### config.mk
export PLATFORM = sky130hd
export DESIGN_NAME = bidir_fifo_test_ctrl
export DESIGN_NICKNAME = d
export VERILOG_FILES = /design/src/rtl/bidir_fifo_test_ctrl.sv
export SDC_FILE = /design/constraint.sdc
export NUM_CORES = 1
export LEC_CHECK = 0
export ABC_AREA = 1
export CAP_MARGIN = 25
export CORE_MARGIN = 10
export CORE_UTILIZATION = 56
export DETAILED_ROUTE_END_ITERATION = 8
export MAX_ROUTING_LAYER = met4
export PLACE_DENSITY = 0.79
export SKIP_CTS_REPAIR_TIMING = 1
export SLEW_MARGIN = 10
export SYNTH_ARGS = -nofsm -noshare
export SYNTH_HDL_FRONTEND = slang
export SYNTH_SLANG_ARGS = --single-unit
### constraint.sdc
create_clock -name okClk -period 11.8 [get_ports okClk]
set_input_delay 2.95 -clock okClk [delete_from_list [all_inputs] [get_ports okClk]]
set_output_delay 2.95 -clock okClk [all_outputs]
set_load 0.1 [all_outputs]
### src/rtl/bidir_fifo_test_ctrl.sv
// Sequencer for one bidirectional pipe-in/pipe-out FIFO throughput test.
// Gates pipe strobes into FIFO enables, tracks occupancy, times and reports.
module bidir_fifo_test_ctrl #(
  parameter int unsigned FIFO_DEPTH    = 2048,
  parameter int unsigned LEVEL_W       = 12,
  parameter int unsigned FLUSH_CYCLES  = 4,
  parameter int unsigned DRAIN_TIMEOUT = 100_000_000
) (
  input  logic               okClk,
  input  logic               reset,
  input  logic               cmd_start,
  input  logic               cmd_stop,
  input  logic [31:0]        xfer_len,
  input  logic               pipe_in_write,
  input  logic               pipe_out_read,
  output logic               fifo_rst,
  output logic               fifo_wr_en,
  output logic               fifo_rd_en,
  output logic [LEVEL_W-1:0] fifo_level,
  output logic [63:0]        clk_counts,
  output logic [31:0]        words_in,
  output logic [31:0]        words_out,
  output logic [31:0]        status
);

  localparam int unsigned FW =
    (FLUSH_CYCLES > 1) ? $clog2(FLUSH_CYCLES) : 1;
  localparam int unsigned TW = $clog2(DRAIN_TIMEOUT + 1);

  localparam logic [LEVEL_W-1:0] DEPTH_L = LEVEL_W'(FIFO_DEPTH);
  localparam logic [FW-1:0]      FL_LAST = FW'(FLUSH_CYCLES - 1);
  localparam logic [TW-1:0]      TO_L    = TW'(DRAIN_TIMEOUT);

  typedef enum logic [2:0] {
    S_IDLE  = 3'd0,
    S_FLUSH = 3'd1,
    S_RUN   = 3'd2,
    S_DRAIN = 3'd3,
    S_DONE  = 3'd4,
    S_ERROR = 3'd5
  } state_e;

  state_e             state_q, state_d;
  logic [31:0]        xfer_q, xfer_d;
  logic [FW-1:0]      flush_q, flush_d;
  logic [TW-1:0]      tout_q, tout_d;
  logic [LEVEL_W-1:0] level_q, level_d;
  logic [63:0]        clk_q, clk_d;
  logic [31:0]        win_q, win_d;
  logic [31:0]        wout_q, wout_d;
  logic               ovf_q, ovf_d;
  logic               udf_q, udf_d;
  logic               tmo_q, tmo_d;
  logic               abt_q, abt_d;
  logic               done_q, done_d;

  logic               run, drn;
  logic               wr_en, rd_en;
  logic               ovf_ev, udf_ev, tmo_ev;

  // State and datapath registers; async reset clears the whole test.
  always_ff @(posedge okClk or posedge reset) begin
    if (reset) begin
      state_q <= S_IDLE;
      xfer_q  <= '0;
      flush_q <= '0;
      tout_q  <= '0;
      level_q <= '0;
      clk_q   <= '0;
      win_q   <= '0;
      wout_q  <= '0;
      ovf_q   <= 1'b0;
      udf_q   <= 1'b0;
      tmo_q   <= 1'b0;
      abt_q   <= 1'b0;
      done_q  <= 1'b0;
    end else begin
      state_q <= state_d;
      xfer_q  <= xfer_d;
      flush_q <= flush_d;
      tout_q  <= tout_d;
      level_q <= level_d;
      clk_q   <= clk_d;
      win_q   <= win_d;
      wout_q  <= wout_d;
      ovf_q   <= ovf_d;
      udf_q   <= udf_d;
      tmo_q   <= tmo_d;
      abt_q   <= abt_d;
      done_q  <= done_d;
    end
  end

  // Strobe gating, counters and next-state selection.
  always_comb begin
    state_d = state_q;
    xfer_d  = xfer_q;
    flush_d = flush_q;
    tout_d  = tout_q;
    level_d = level_q;
    clk_d   = clk_q;
    win_d   = win_q;
    wout_d  = wout_q;
    ovf_d   = ovf_q;
    udf_d   = udf_q;
    tmo_d   = tmo_q;
    abt_d   = abt_q;
    done_d  = done_q;

    run    = (state_q == S_RUN);
    drn    = (state_q == S_DRAIN);
    wr_en  = run & pipe_in_write & (level_q < DEPTH_L);
    rd_en  = (run | drn) & pipe_out_read & (level_q != '0);
    ovf_ev = run & pipe_in_write & (level_q == DEPTH_L);
    udf_ev = (run | drn) & pipe_out_read & (level_q == '0);
    tmo_ev = drn & ~rd_en & ((tout_q + TW'(1)) == TO_L);

    if (wr_en) win_d = win_q + 32'd1;
    if (rd_en) wout_d = wout_q + 32'd1;
    if (wr_en && !rd_en) level_d = level_q + LEVEL_W'(1);
    if (rd_en && !wr_en) level_d = level_q - LEVEL_W'(1);
    if (run || drn) clk_d = clk_q + 64'd1;

    unique case (state_q)
      S_IDLE, S_DONE, S_ERROR: begin
        if (cmd_start) begin
          state_d = S_FLUSH;
          xfer_d  = xfer_len;
          flush_d = '0;
          tout_d  = '0;
          level_d = '0;
          clk_d   = '0;
          win_d   = '0;
          wout_d  = '0;
          ovf_d   = 1'b0;
          udf_d   = 1'b0;
          tmo_d   = 1'b0;
          abt_d   = 1'b0;
          done_d  = 1'b0;
        end
      end
      S_FLUSH: begin
        clk_d = '0;
        if (flush_q == FL_LAST) begin
          state_d = S_RUN;
        end else begin
          flush_d = flush_q + FW'(1);
        end
      end
      S_RUN: begin
        if (cmd_stop) begin
          state_d = S_DONE;
          abt_d   = 1'b1;
          done_d  = 1'b1;
        end else if (ovf_ev || udf_ev) begin
          state_d = S_ERROR;
          ovf_d   = ovf_ev;
          udf_d   = udf_ev;
        end else if (wr_en && xfer_q != '0 &&
                     (win_q + 32'd1) == xfer_q) begin
          state_d = S_DRAIN;
          tout_d  = '0;
        end
      end
      S_DRAIN: begin
        tout_d = rd_en ? '0 : tout_q + TW'(1);
        if (cmd_stop) begin
          state_d = S_DONE;
          abt_d   = 1'b1;
          done_d  = 1'b1;
        end else if (udf_ev || tmo_ev) begin
          state_d = S_ERROR;
          udf_d   = udf_ev;
          tmo_d   = tmo_ev;
        end else if (rd_en && (wout_q + 32'd1) == xfer_q) begin
          state_d = S_DONE;
          done_d  = 1'b1;
        end
      end
      default: state_d = S_IDLE;
    endcase
  end

  assign fifo_rst   = reset | (state_q == S_FLUSH);
  assign fifo_wr_en = wr_en;
  assign fifo_rd_en = rd_en;
  assign fifo_level = level_q;
  assign clk_counts = clk_q;
  assign words_in   = win_q;
  assign words_out  = wout_q;
  assign status     = 32'({level_q, 8'b0, done_q, abt_q, tmo_q,
                           udf_q, ovf_q, state_q});

endmodule

==> flow_summary_export.csv, run 1 <==
group,metric,value,unit
power,comb_power_share,55.4,%
drt,initialDrtViolationCount,1409,
power,power.share.clock,17.3,%
clocking,cts_root_buffer,"clkbuf_16",
yosys,synthTopCellsByCount,"nand2_1, nor2_1, inv_1",
yosys,synth-compound-area-share,9.82,%
clocking,cts_max_level,1,
power,finalPower,4.38,mW
floorplanning,fp.dieH,180,um
timing,finalHoldViolations,0,
drt,drc,0,
grt,grt_pass1_wl,76200,um
yosys,synth_ff_type,"dfrtp_1",
placed_design,dpl_cell_area,0.0165,sq mm
yosys,ys_seq_area_share,36.4,%
grt,grt_pass1_vias,14400,
yosys,synthMuxAreaShare,0,%
power,power.leakage,7.86,nW
floorplanning,core_area,0.0253,sq mm
yosys,synthAdderAreaFrac,0.696,%
power,p_sw,2.44,mW
clocking,cts_sinks,209,
clocking,cts.clk_slew.worst_paths,50,ps
timing,finalCritPeriodShare,73.5,%
cells_and_area,layout-drive-gt1-share,3.55,%
yosys,synth_top_area_share,36.4,%
placed_design,gp_routability_congestion,0.987,
yosys,syn_area,0.0144,sq mm
clocking,cts.path.max_buffers,3,
setup_path,reg2reg_depth,12,
worst_hold_path,hold_class,"flop to flop",
yosys,postSynthCellCount,2230,
yosys,async_flop_share,100,%
yosys,synth_top_family_by_area,"simple AND/OR/NAND/NOR gates",
drt,drt_pass1_iterations,6,
setup_path,worstPathArrival,5720,ps
setup_path,critPathRequiredTime,8850,ps
grt,grt_antenna_before_repair,1,
yosys,synth_simple_gate_area_share,39.2,%
drt,vias_per_cell,5.57,
placed_design,placedCellCount,2708,
worst_hold_path,holdPathStages,2,
yosys,ys_ff_latch,209,
floorplanning,die_x,180,um
power,p_sw_share,55.7,%
yosys,avgSynthCellArea,6.45,sq um
timing,post-route-min-period,8670,ps
setup_path,cp-end-kind,"output port",
status,outcome,"finished clean",
grt,grt_max_degree,123,
clocking,cts_tree,"done",
timing,tns,0,ps
yosys,synth.top_cells.by_area,"dfrtp_1, nand2_1, nor2_1",
timing,worstMarginPinSlew,1070,ps
yosys,yosysMostFrequentCell,"nand2_1",
timing,slew_headroom,28.5,%
cells_and_area,finalNonFillerCells,2751,
timing,rsz0062_at_grt,"no",
yosys,synth_cell_type_count,47,
drt,num_vias,15300,
cells_and_area,area_growth,20.6,%
drt,ant_nets,0,
cells_and_area,stdcell_area,0.0174,sq mm
timing,clock.fmax,0.115,GHz
power,power_frac_seq,27.3,%
yosys,ys_warn_count,0,
placed_design,dp_hpwl,35900,um
cells_and_area,finalNetCount,2452,
timing,maxSlewViolCount,0,
clocking,cts_inserted_buffers,25,
job,cap_violations,0,
floorplanning,io_pins,213,
timing,clock_skew,21.7,ps
yosys,synth-xor-area-share,3.45,%
power,max-vdd-ir-drop,261,uV
setup_path,worst_setup_path_start_kind,"input port",
floorplanning,start_util,57.0,%
clocking,clock_latency,530,ps
floorplanning,core.rowCount,58,
setup_path,crit_fanout,46,
grt,grt-ovfl-total,0,
floorplanning,dieArea,0.0325,sq mm
yosys,yosysTopAreaCell,"dfrtp_1",
power,power.density,253,mW/mm^2
drt,drt_wl_total,47700,um
yosys,synth_edf_count,0,
grt,track_usage,28.9,%
timing,setup_viol,0,
placed_design,port_buffers,200,
drt,post_drt_wl_per_cell,17.3,um
setup_path,crit_type,"input port to output port",
power,p_int,1.94,mW
-- path summary, 6_finish.rpt --
kind / endpoint / start / slack, ps
max: fifo_wr_en / pipe_in_write / 3130
max in group asynchronous: words_in[1] / reset / 8040
min in group asynchronous: words_in[27] / reset / 2770
max reg2reg: fifo_level[1] / state_q[1] / 8430
min reg2reg: tout_q[26] / tout_q[26] / 470
min: tout_q[26] / tout_q[26] / 470
-- registers in the layout, indices dropped and copies added, names as in the netlist, 2 cells and up --
register / cells
xfer_q: 32
fifo_level: 12
words_out: 32
state_q: 3
words_in: 32
flush_q: 2
tout_q: 27
clk_counts: 64
-- through the flow --
| stage | setup WS [ps] | util [%] | hold WS [ps] |
|---|---|---|---|
| 2_1_floorplan | 1200 | - | 442 |
| 3_3_place_gp | 3170 | 65.5 | 456 |
| 4_1_cts | 3120 | 68.6 | 472 |
| 5_1_grt | 2960 | 68.7 | 502 |
| 3_5_place_dp | 3130 | 65.5 | 459 |
| 6_report | 3130 | 68.7 | 468 |
-- layout by cell type, fill, tap and decap left out, drive strengths merged --
| cell | synthesis | layout |
|---|---|---|
| a2111oi | 2 | 2 |
| a211oi | 7 | 7 |
| a21oi | 77 | 77 |
| a31oi | 7 | 7 |
| a41oi | 1 | 1 |
| and2 | 5 | 5 |
| and3 | 2 | 2 |
| buf | 36 | 10 |
| bufinv | 0 | 2 |
| clkbuf | 36 | 35 |
| clkdlybuf4s50 | 0 | 200 |
| clkinv | 3 | 4 |
| clkinvlp | 0 | 1 |
| conb | 1 | 12 |
| dfrtp | 209 | 209 |
| diode | 0 | 1 |
| ha | 8 | 8 |
| inv | 293 | 295 |
| nand2 | 723 | 723 |
| nand3 | 169 | 169 |
| nand3b | 16 | 16 |
| nand4 | 27 | 27 |
| nor2 | 319 | 319 |
| nor3 | 54 | 54 |
| nor3b | 2 | 2 |
| nor4 | 16 | 16 |
| o211ai | 8 | 8 |
| o21a | 12 | 12 |
| o21ai | 134 | 134 |
| o21bai | 6 | 6 |
| o221a | 1 | 1 |
| o221ai | 1 | 1 |
| o31ai | 1 | 1 |
| or2 | 2 | 2 |
| xnor2 | 11 | 11 |
| xnor3 | 3 | 3 |
| xor2 | 38 | 38 |
-- metal layers --
layer / global-route usage, % / share of wire [%] / wire length [um] / up-vias
met2: 44.8 / 45 / 21600 / 702
met4: 5.61 / 1.9 / 930 / 0
met5: - / 0 / 0 / -
met1: 39.4 / 44 / 21100 / 7162
met3: 4.56 / 8.5 / 4040 / 71
li1: - / - / - / 7390
-- worst max-delay path, cell delays in order --
cell	delay, ps
clkdlybuf4s50_1	460
inv_1	40
nor2_1	130
nand2_1	70
buf_4	210
inv_2	560
clkdlybuf4s50_1	1290
-- power by group through the flow --
stage	clock (mW)	combinational (mW)	sequential (mW)
floorplan	0	1.11	1.87
finish	0.760	2.43	1.20
global route	0.799	2.61	1.22
detailed placement	0	2.40	1.19
CTS	0.770	2.41	1.18
global placement	0	2.37	1.19
-- final cells by class --
| class | count | area, sq um |
|---|---|---|
| inverter | 296 | 1110 |
| multi-input combinational | 1664 | 7700 |
| sequential | 209 | 5230 |
| fill | 2301 | 7900 |
| tap | 330 | 413 |
| antenna | 1 | 2.50 |
| clock buffer | 35 | 703 |
| timing repair buffer | 210 | 2110 |
| clock inverter | 6 | 87.6 |
-- cells by family (layout without fill, tap and decap cells) --
| kind of cell | count (synthesis) | count (layout) |
|---|---|---|
| fa+ha+maj | 8 | 8 |
| xor+xnor | 52 | 52 |
| other cells | 1 | 13 |
| compound gates | 257 | 257 |
| simple gates | 1335 | 1335 |
| buf+inv | 368 | 547 |
| flops | 209 | 209 |
No activity file was read; power rests on OpenSTA's default activity.
==> inputs of run 2 (changes only) <==
==> constraint.sdc (replaced) <==
create_clock -name okClk -period 8.1 [get_ports okClk]
set_input_delay 2.025 -clock okClk [delete_from_list [all_inputs] [get_ports okClk]]
set_output_delay 2.025 -clock okClk [all_outputs]
set_load 0.1 [all_outputs]
==> run 2 against run 1 <==
Register-to-register slack lost 3700 ps. Combinational power increased by 44%. Wire length fell by 0.62%. Via count is 0.14% higher. Global-route usage is 0.16 points higher. Hold slack improved by 36 ps. Count of clock-buffer cells in the layout decreased by 8. Clock skew down 3.5 ps. Core utilization grew 0.49 points. Sequential cell count is the same. Clock power is 71% higher. Critical path type unchanged.
==> flow_summary_export.csv, run 2 (synthesis gave the netlist of run 1 again) <==
group,metric,value,unit
power,max-vdd-ir-drop,421,uV
power,power_frac_seq,26.6,%
timing,finalHoldViolations,0,
worst_hold_path,hold_end,"tout_q[26]",
clocking,cts_root_buffer,"clkbuf_16",
floorplanning,die_x,180,um
floorplanning,io_pins,213,
grt,grt_max_degree,164,
setup_path,rr_endpoint,"fifo_level[1]",
floorplanning,dieArea,0.0325,sq mm
cells_and_area,layout-drive-gt1-share,4.00,%
timing,slew_headroom,28.2,%
floorplanning,start_util,57.0,%
clocking,clock_latency,550,ps
cells_and_area,layout_common_cells,"nand2_1, nor2_1, inv_1, dfrtp_1, clkdlybuf4s50_1",
power,finalPower,6.55,mW
status,outcome,"finished clean",
drt,vias_per_cell,5.57,
cells_and_area,stdcell_area,0.0175,sq mm
cells_and_area,largest_reg_flops,64,
power,power.leakage,7.93,nW
grt,grt-ovfl-total,0,
grt,grt_pass1_wl,76500,um
setup_path,critPathRequiredTime,6080,ps
floorplanning,fp.dieH,180,um
setup_path,worstPathArrival,3950,ps
placed_design,dp_hpwl,35600,um
timing,clock_skew,18.2,ps
job,cap_violations,0,
clocking,cts_tree,"done",
setup_path,crit_type,"input port to output port",
cells_and_area,area_growth,21.5,%
drt,post_drt_wl_per_cell,17.2,um
clocking,cts_max_level,1,
drt,drt_wl_total,47400,um
power,power.share.clock,19.8,%
floorplanning,core_area,0.0253,sq mm
clocking,cts.path.max_buffers,3,
timing,worstMarginPinSlew,1070,ps
clocking,cts_sinks,209,
grt,track_usage,29.0,%
power,p_sw,3.58,mW
timing,clock.fmax,0.167,GHz
drt,num_vias,15300,
clocking,cts_inserted_buffers,25,
grt,grt_pass1_vias,14400,
setup_path,cp-end-kind,"output port",
drt,ant_nets,0,
setup_path,worst_setup_path_start_kind,"input port",
timing,rsz0062_at_grt,"no",
drt,drc,0,
worst_hold_path,holdPathStages,2,
power,power.density,375,mW/mm^2
floorplanning,core.rowCount,58,
grt,grt_antenna_before_repair,4,
setup_path,r2r_start,"state_q[1]",
timing,setup_viol,0,
timing,post-route-min-period,5970,ps
setup_path,reg2reg_depth,12,
drt,drt_pass1_iterations,7,
placed_design,gp_routability_congestion,0.978,
power,p_sw_share,54.6,%
cells_and_area,finalNetCount,2451,
setup_path,rrSetupSlack,4740,ps
clocking,cts.clk_slew.worst_paths,70,ps
timing,maxSlewViolCount,0,
placed_design,dpl_cell_area,0.0165,sq mm
worst_hold_path,hold_start,"tout_q[26]",
cells_and_area,final_common_cell,"nand2_1",
power,p_int,2.97,mW
timing,finalCritPeriodShare,73.7,%
drt,initialDrtViolationCount,1536,
worst_hold_path,hold_class,"flop to flop",
placed_design,port_buffers,200,
power,comb_power_share,53.6,%
setup_path,crit_fanout,46,
## run 2: worst max-delay path by stage
stage	startpoint	end	slack [ps]	cells after the start
2_1_floorplan	reset	fifo_rst	-650	2
3_3_place_gp	pipe_in_write	fifo_wr_en	2150	7
3_5_place_dp	pipe_in_write	fifo_wr_en	2140	7
4_1_cts	pipe_in_write	fifo_wr_en	2130	7
5_1_grt	pipe_in_write	fifo_wr_en	2000	7
6_report	pipe_in_write	fifo_wr_en	2130	7
## run 2: stage by stage
step	std cells	TNS (ps)	setup WS, ps	hold WS [ps]	utilization [%]
4_1_cts	2753	0	2130	495	69.2
3_5_place_dp	2708	0	2140	484	65.5
6_report	2757	0	2130	504	69.2
2_1_floorplan	2241	-647	-647	442	-
5_1_grt	2757	0	2000	553	69.2
3_3_place_gp	2708	0	2150	461	65.5
## run 2: metal layers
metal	wire [um]	share of wire, %	global-route usage (%)
met5	0	0	-
met4	1170	2.5	7.12
met3	4370	9.2	5.42
met2	21000	44	43.6
met1	20900	44	39.7
## run 2: power groups by stage
stage               sequential [mW]  combinational, mW  clock, mW
finish                         1.74               3.51       1.30
global placement               1.73               3.44          0
global route                   1.78               3.77       1.36
CTS                            1.72               3.50       1.31
floorplan                      2.72               1.61          0
detailed placement             1.74               3.49          0
## run 2: area by class of cell
| class | count | area, sq um |
|---|---|---|
| flip-flops and latches | 209 | 5230 |
| multi-input cells | 1664 | 7700 |
| repair buffers | 209 | 2080 |
| clock buffers | 27 | 653 |
| clock inverters | 18 | 287 |
| fillers | 2288 | 7770 |
| well taps | 330 | 413 |
| diodes | 4 | 10.0 |
| inverters | 296 | 1110 |
## run 2: worst max-delay path: stages
cell             delay (ps)
clkdlybuf4s50_1         460
inv_1                    50
nor2_1                  120
nand2_1                  70
buf_4                   210
inv_2                   560
buf_4                   420
==> inputs of run 3 (changes only) <==
==> constraint.sdc (replaced) <==
create_clock -name okClk -period 5.85 [get_ports okClk]
set_input_delay 1.4625 -clock okClk [delete_from_list [all_inputs] [get_ports okClk]]
set_output_delay 1.4625 -clock okClk [all_outputs]
set_load 0.1 [all_outputs]
==> run 3 against run 2 <==
Total power up 37%. Die area did not move. Highest routed layer unchanged. Critical path depth up 1. First-iteration DRC count down 1.4%. Clock power rose by 24%. Hold slack got worse by 28 ps. Setup slack worse by 880 ps. Via count up 0.61%. Register-to-register slack lost 2000 ps.
==> flow_summary_export.csv, run 3 (synthesis gave the netlist of run 1 again) <==
group,metric,value,unit
status,outcome,"finished clean",
timing,post-route-min-period,4610,ps
timing,finalHoldViolations,0,
timing,slew_headroom,29.4,%
grt,grt-ovfl-total,0,
cells_and_area,layout-drive-gt1-share,4.00,%
drt,vias_per_cell,5.59,
clocking,cts_sinks,209,
cells_and_area,layout_common_cells,"nand2_1, nor2_1, inv_1, dfrtp_1, clkdlybuf4s50_1",
drt,drc,0,
cells_and_area,nFillCells,2223,
setup_path,cp-end-kind,"output port",
job,cap_violations,0,
cells_and_area,stdcell_area,0.0174,sq mm
drt,initialDrtViolationCount,1515,
grt,grt_pass1_wl,77600,um
timing,finalCritPeriodShare,78.7,%
timing,maxSlewViolCount,0,
drt,drt_pass1_iterations,5,
clocking,cts_tree,"done",
grt,track_usage,29.5,%
placed_design,gp_routability_congestion,1.00,
setup_path,crit_type,"input port to output port",
timing,worstMarginPinSlew,1060,ps
timing,worst_hold_slack,476,ps
setup_path,crit_fanout,46,
cells_and_area,ff_latch_area,0.00523,sq mm
timing,setup_viol,0,
setup_path,crit_start,"pipe_in_write",
drt,post_drt_wl_per_cell,17.6,um
clocking,cts_inserted_buffers,25,
setup_path,worstPathArrival,3140,ps
drt,ant_nets,0,
timing,rsz0062_at_grt,"no",
clocking,cts.path.max_buffers,3,
power,max-vdd-ir-drop,712,uV
power,power.density,514,mW/mm^2
floorplanning,core.rowCount,58,
grt,grt_max_degree,174,
cells_and_area,area_growth,21.1,%
cells_and_area,largest_reg_flops,64,
setup_path,r2r_start,"state_q[1]",
floorplanning,dieArea,0.0325,sq mm
floorplanning,start_util,57.0,%
clocking,cts.clk_slew.worst_paths,60,ps
worst_hold_path,hold_class,"flop to flop",
power,power.leakage,7.89,nW
cells_and_area,final_common_cell,"nand2_1",
timing,clock.fmax,0.217,GHz
timing,clock_skew,10.2,ps
setup_path,worst_setup_path_start_kind,"input port",
grt,grt_pass1_vias,14700,
placed_design,dpl_cell_area,0.0166,sq mm
drt,drt_wl_total,48500,um
placed_design,dp_hpwl,36300,um
clocking,cts_max_level,1,
grt,grt_antenna_before_repair,3,
clocking,cts_root_buffer,"clkbuf_16",
setup_path,critPathRequiredTime,4390,ps
worst_hold_path,hold_start,"tout_q[26]",
floorplanning,fp.dieH,180,um
placed_design,port_buffers,200,
cells_and_area,multiInputGateArea,0.00770,sq mm
drt,num_vias,15400,
floorplanning,core_area,0.0253,sq mm
cells_and_area,finalNetCount,2454,
floorplanning,die_x,180,um
clocking,clock_latency,540,ps
floorplanning,io_pins,213,
==> run 3: cell count changes in the layout (fill, tap and decap cells not counted) <==
| cell | change |
|---|---|
| inv_6 | -3 |
| bufinv_16 | -6 |
| clkbuf_8 | +7 |
| clkinvlp_4 | +3 |
| buf_2 | +1 |
| buf_4 | +1 |
| buf_12 | +2 |
| clkdlybuf4s50_1 | -1 |
| clkinv_2 | -5 |
| diode_2 | -1 |
| clkbuf_1 | +5 |
==> run 3: worst max-delay path, cell delays in order <==
cell,delay [ps]
clkdlybuf4s50_1,460
inv_1,50
nor2_1,140
nand2_1,60
buf_4,220
inv_2,70
buf_4,410
buf_12,240
==> run 3: metal layers <==
| metal | part of all wire (%) | vias to the layer above | global-route usage, % | wire length [um] |
|---|---|---|---|---|
| met5 | 0 | - | - | 0 |
| met4 | 2.7 | 0 | 8.56 | 1330 |
| met3 | 9.4 | 98 | 5.20 | 4580 |
| met2 | 44 | 753 | 44.5 | 21500 |
| met1 | 44 | 7185 | 40.0 | 21100 |
| li1 | - | 7405 | - | - |
==> run 3: layout make-up <==
| cell class | instances | share of cell area (%) |
|---|---|---|
| flip-flops and latches | 209 | 30.0 |
| multi-input cells | 1664 | 44.2 |
| clock inverters | 7 | 0.445 |
| well taps | 330 | 2.37 |
| repair buffers | 212 | 12.2 |
| inverters | 296 | 6.40 |
| clock buffers | 39 | 4.41 |
| diodes | 3 | 0.0431 |
==> run 3: where the power goes <==
part           switching (mW)  internal (mW)  leakage [nW]
Sequential              0.627           1.80          2.80
Clock                   0.663          0.947         0.402
Combinational            3.72           1.20          4.69
==> run 3: final timing paths <==
check	endpoint	slack, ps	cells past startpoint
setup / recovery	fifo_wr_en	1240	8
hold / removal	tout_q[26]	480	2
setup reg to reg	fifo_level[8]	2740	17
hold reg to reg	tout_q[26]	480	2
max in group asynchronous	xfer_q[0]	3120	4
min in group asynchronous	clk_counts[53]	1410	3
==> run 3: metrics by stage <==
step,power (mW),util (%),setup WS [ps],TNS (ps),cells
2_1_floorplan,6.00,-,-1770,-1770,2241
3_3_place_gp,7.20,65.6,1310,0,2710
3_5_place_dp,7.28,65.6,1280,0,2711
4_1_cts,8.90,69.0,1270,0,2757
5_1_grt,9.41,69.0,1160,0,2760
6_report,8.96,69.0,1240,0,2760
